--- src/rtl/mark_shift_sequencer.sv ---
// rtl/mark_shift_sequencer.sv - expands a ruler mark set into one shifter request per mark
// Framing tags ride a delay line matched to the downstream shifter latency.
module mark_shift_sequencer #(
   parameter int WIDTH         = 13,
   parameter int SHIFT_LATENCY = ($clog2(WIDTH) + 1) / 2
) (
   input  logic                       clk,
   input  logic                       reset,
   input  logic [WIDTH-1:0]           ruler,
   input  logic                       rulerValid,
   output logic                       rulerReady,
   output logic [WIDTH-1:0]           shiftIn,
   output logic [$clog2(WIDTH)-1:0]   shiftAmount,
   output logic                       shiftValid,
   output logic                       tagValid,
   output logic                       tagFirst,
   output logic                       tagLast,
   output logic                       dropped
);

   localparam int AW = $clog2(WIDTH);

   typedef enum logic {IDLE, SCAN} state_t;

   state_t             state;
   state_t             state_next;
   logic [WIDTH-1:0]   held;
   logic [WIDTH-1:0]   held_next;
   logic [WIDTH-1:0]   pending;
   logic [WIDTH-1:0]   pending_next;
   logic               first_pending;
   logic               first_pending_next;

   logic [AW-1:0]      low_idx;
   logic [WIDTH-1:0]   pending_cleared;
   logic               pending_one;
   logic               accept;
   logic               ruler_zero;
   logic               beat_now;
   logic               beat_is_last;

   logic               beat_first;
   logic               beat_last;

   logic [SHIFT_LATENCY-1:0] tag_valid_pipe;
   logic [SHIFT_LATENCY-1:0] tag_first_pipe;
   logic [SHIFT_LATENCY-1:0] tag_last_pipe;

   always_comb begin
      low_idx = '0;
      for (int i = WIDTH - 1; i >= 0; i--) begin
         if (pending[i]) begin
            low_idx = AW'(i);
         end
      end
   end

   // x & (x-1) strips the lowest set bit; empty result means it was the only one.
   assign pending_cleared = pending & (pending - WIDTH'(1));
   assign pending_one     = (pending != '0) && (pending_cleared == '0);
   assign beat_is_last    = (pending_cleared == '0);
   assign beat_now        = (state == SCAN);
   assign ruler_zero      = (ruler == '0);

   assign rulerReady = reset && ((state == IDLE) || ((state == SCAN) && pending_one));
   assign accept     = rulerValid && rulerReady;

   always_comb begin
      state_next         = state;
      held_next          = held;
      pending_next       = pending;
      first_pending_next = first_pending;
      case (state)
         IDLE: begin
            if (accept && !ruler_zero) begin
               held_next          = ruler;
               pending_next       = ruler;
               first_pending_next = 1'b1;
               state_next         = SCAN;
            end
         end
         SCAN: begin
            pending_next       = pending_cleared;
            first_pending_next = 1'b0;
            if (beat_is_last) begin
               // Chaining a new ruler onto the last beat keeps the shifter busy every cycle.
               if (accept && !ruler_zero) begin
                  held_next          = ruler;
                  pending_next       = ruler;
                  first_pending_next = 1'b1;
               end else begin
                  state_next = IDLE;
               end
            end
         end
      endcase
   end

   always_ff @(posedge clk) begin
      if (!reset) begin
         state         <= IDLE;
         held          <= '0;
         pending       <= '0;
         first_pending <= 1'b0;
      end else begin
         state         <= state_next;
         held          <= held_next;
         pending       <= pending_next;
         first_pending <= first_pending_next;
      end
   end

   always_ff @(posedge clk) begin
      if (!reset) begin
         shiftIn     <= '0;
         shiftAmount <= '0;
         shiftValid  <= 1'b0;
         beat_first  <= 1'b0;
         beat_last   <= 1'b0;
         dropped     <= 1'b0;
      end else begin
         shiftValid <= beat_now;
         if (beat_now) begin
            shiftIn     <= held;
            shiftAmount <= low_idx;
         end
         beat_first <= beat_now && first_pending;
         beat_last  <= beat_now && beat_is_last;
         dropped    <= accept && ruler_zero;
      end
   end

   always_ff @(posedge clk) begin
      if (!reset) begin
         tag_valid_pipe <= '0;
         tag_first_pipe <= '0;
         tag_last_pipe  <= '0;
      end else begin
         tag_valid_pipe[0] <= shiftValid;
         tag_first_pipe[0] <= beat_first;
         tag_last_pipe[0]  <= beat_last;
         for (int i = 1; i < SHIFT_LATENCY; i++) begin
            tag_valid_pipe[i] <= tag_valid_pipe[i-1];
            tag_first_pipe[i] <= tag_first_pipe[i-1];
            tag_last_pipe[i]  <= tag_last_pipe[i-1];
         end
      end
   end

   assign tagValid = tag_valid_pipe[SHIFT_LATENCY-1];
   assign tagFirst = tag_first_pipe[SHIFT_LATENCY-1];
   assign tagLast  = tag_last_pipe[SHIFT_LATENCY-1];

endmodule

--- config.mk ---
export PLATFORM = sky130hd
export DESIGN_NAME = mark_shift_sequencer
export DESIGN_NICKNAME = d
export VERILOG_FILES = /design/src/rtl/mark_shift_sequencer.sv
export SDC_FILE = /design/constraint.sdc
export NUM_CORES = 1
export LEC_CHECK = 0
export ABC_AREA = 1
export BUFFER_PORTS_ARGS = -buffer_cell sky130_fd_sc_hd__buf_2
export CORE_ASPECT_RATIO = 0.5
export CORE_MARGIN = 4
export CORE_UTILIZATION = 60
export CTS_CLUSTER_DIAMETER = 80
export DETAILED_ROUTE_END_ITERATION = 16
export GPL_TIMING_DRIVEN = 0
export PLACE_DENSITY = 0.92
export SYNTH_ARGS = -nofsm -noshare
export SYNTH_HDL_FRONTEND = slang
export SYNTH_SLANG_ARGS = --single-unit
export TNS_END_PERCENT = 10
--- constraint.sdc ---
create_clock -name clk -period 5.67 [get_ports clk]
set_clock_uncertainty 0.2 [all_clocks]
set_input_delay 0.2835 -clock clk [delete_from_list [all_inputs] [get_ports clk]]
set_output_delay 0.2835 -clock clk [all_outputs]
set_load 0.05 [all_outputs]
==> reports/results.tsv <==
metric	value	unit
Seq/Total Area, Yosys	45.9	%
Async S/R FF share, synth	0	%
Synth Flop Type	dfxtp_1	
DR WL met3	455	microns
initial antenna violation count	0	
Max VDD drop	0.182	mV
worst setup path class	register to primary output	
Avg Inst Size Synth	7.12	sq um
slowest stage delay, CP	0.38	ns
Critical Path End Type	primary output	
worst-case clock buffer depth	2	
worst setup margin	3.09	ns
first-pass detailed-route iteration total	5	
iteration-0 DRC count of the detailed router	205	
port bufs	37	
crit path cell chain	nor2_1 > nand3_1 > o21ai_1 > nand2_1 > inv_1 > nand2_1 > nor2_2 > nor2_1 > nor2_1 > buf_2	
RSZ-0062 raised after global routing	false	
vias in the first global route	2060	
Area contributors post-synth	dfxtp_1 (46%), nand2_1 (12%), nor2_1 (7.3%)	
Worst Path Required	5.19	ns
TritonCTS Buffers	5	
count leader, synth	nand2_1	
H-Tree Depth	2	
CTS sink count	55	
Vias/cell	5.28	
postcts setup bufs	0	
Hold/Removal Path Class	input port to register	
Worst-path clk slew	0.10	ns
total power	903	uW
CP startpoint kind	register	
wire length after detailed routing	5890	microns
root buffer cell	clkbuf_8	
dpl cells	425	
slew margin rel.	62.9	%
Mapped Cells	337	
TNS Setup	0	ns
Vias	2287	
Tmin final	2.58	ns
DP HPWL	4380	microns
CTS hold repair buffers	0	
Static Leak	0.00139	uW
Total Nets Final	397	
Filler Cell Count	260	
share of layout cells above drive strength 1	17.0	%
largest net degree at the start of global routing	18	
GRT overflow	0	
Max-cap violations	0	
Distinct cells, synth	30	
fin crit share	45.6	%
drt wl/cell	13.6	microns
commonest cells in the synthesized netlist	nand2_1 (74), dfxtp_1 (55), nor2_1 (47), inv_1 (41), nand3_1 (27)	
Slew Viols, Final	0	
DRC viols	0	
first-pass GRT wire length	9650	microns
Net Count, Synth	353	
CP Data Arrival Time	2.10	ns
Yosys warnings	0	
Final ANT Viol Nets	0	
Layout Cells excl Fill	433	
Yosys reg bits	55	
power per cell area	327	nW/um^2
Top Ports	39	
worst-path fanout max	6	
CTS tree	built	
met1 WL	2640	microns
Die X	97.5	microns
Mapped Area	2400	sq um
FP Rows	15	
Inserted Diodes	0	
DIE HEIGHT	52.7	microns
CP bufs+invs	2	
top layer in use	met4	
initial core utilization	65.9	%
status	complete, no violations	
met2 wire length	2670	microns
area delta synth->final	15.0	%
Placeable Area	3640	sq um
critical path's top delay family	simple AND/OR/NAND/NOR gates	
Final Hold Viols	0	
dpl ws	3.40	ns
final setup violation count	0	
CP max-delay cell	dfxtp_1	
Post-synth EDFFs	0	
most frequent CP cell	nor2_1	
area leader, netlist	dfxtp_1	
GP Congestion	0.891	
DIE AREA	5140	sq um
share of the synthesized area in the top cell type	45.9	%
worst slew pin tran	0.557	ns
total global-route track usage	24.1	%
worst skew pair latency	0.31	ns
Max Clk Rate	0.387	GHz
post-cts resize count	0	
final core utilization	75.8	%
## logic make-up (layout without fill, tap and decap cells)
group                  count (synthesis)  after routing  share of synthesized area (%)
and+or+nand+nor                      167            167                           30.7
buffers and inverters                 60            105                           10.2
AOI/OAI and AO/OA                     55             55                           13.3
DFF                                   55             55                           45.9
## worst register-to-register path, stage by stage (launching register included)
cell	delay, ns
dfxtp_1	0.38
nor2_1	0.21
nand3_1	0.14
o21ai_1	0.20
nand2_1	0.08
inv_1	0.05
nand2_1	0.10
inv_2	0.07
nand2_2	0.06
nand2_2	0.08
nand4_4	0.18
buf_2	0.24
o21bai_1	0.19
a21oi_1	0.10
## through the flow
stage          hold WS, ns  instance area, sq um
6_report            0.0465                  2760
5_1_grt             0.0450                  2760
3_5_place_dp         0.195                  2650
4_1_cts             0.0502                  2760
3_3_place_gp         0.192                  2650
2_1_floorplan        0.190                  2400
## registers in the layout, indices dropped and copies added (netlist names)
signal          flops
shiftIn            13
beat_now            1
tag_valid_pipe      2
pending            13
beat_last           1
first_pending       1
beat_first          1
dropped             1
tag_last_pipe       2
shiftAmount         4
held               13
shiftValid          1
tag_first_pipe      2
## routing by layer
layer  up-vias  track usage [%]
li1       1146                -
met2       100             40.2
met4         0             7.82
met5         -                0
met3        18             5.18
met1      1023             31.7
## power breakdown
| group | switching (uW) | internal, uW | total, uW | leakage [uW] |
|---|---|---|---|---|
| logic | 144 | 65.9 | 210 | 0.000884 |
| registers | 19.2 | 412 | 431 | 0.000448 |
| clock network | 128 | 134 | 262 | 0.0000558 |
| total | 291 | 611 | 903 | 0.00139 |
## layout by cell type (no fill, tap or decap), drive strengths merged, types with 2 or more instances in the layout
master  synthesis  routed
nand3          27      27
o31ai           3       3
or2             3       3
and2            3       3
clkinv          4       4
o21bai          3       3
nor2           50      50
buf             7      44
o21ai          28      28
dfxtp          55      55
nand2          79      79
inv            44      45
clkbuf          5      11
a21oi          19      19
nor4            2       2
## path summary, 6_finish.rpt
check / start / slack [ns] / depth (start not counted) / endpoint
setup / recovery: pending[3] / 3.09 / 10 / rulerReady
setup reg to reg: pending[3] / 3.28 / 13 / pending[1]
hold reg to reg: tag_last_pipe[0] / 0.22 / 2 / tag_last_pipe[1]
hold / removal: rulerValid / 0.05 / 3 / dropped
## layout make-up
type / count / area, sq um / share of cell area [%]
clock buffers: 6 / 72.6 / 2.63
multi-input cells: 222 / 1060 / 38.2
plain buffers: 12 / 63.8 / 2.31
inverters: 48 / 180 / 6.52
clock inverters: 2 / 38.8 / 1.40
repair buffers: 37 / 185 / 6.71
well taps: 51 / 63.8 / 2.31
flip-flops and latches: 55 / 1100 / 39.9
Note: power is estimated with default switching activity, not from simulation.
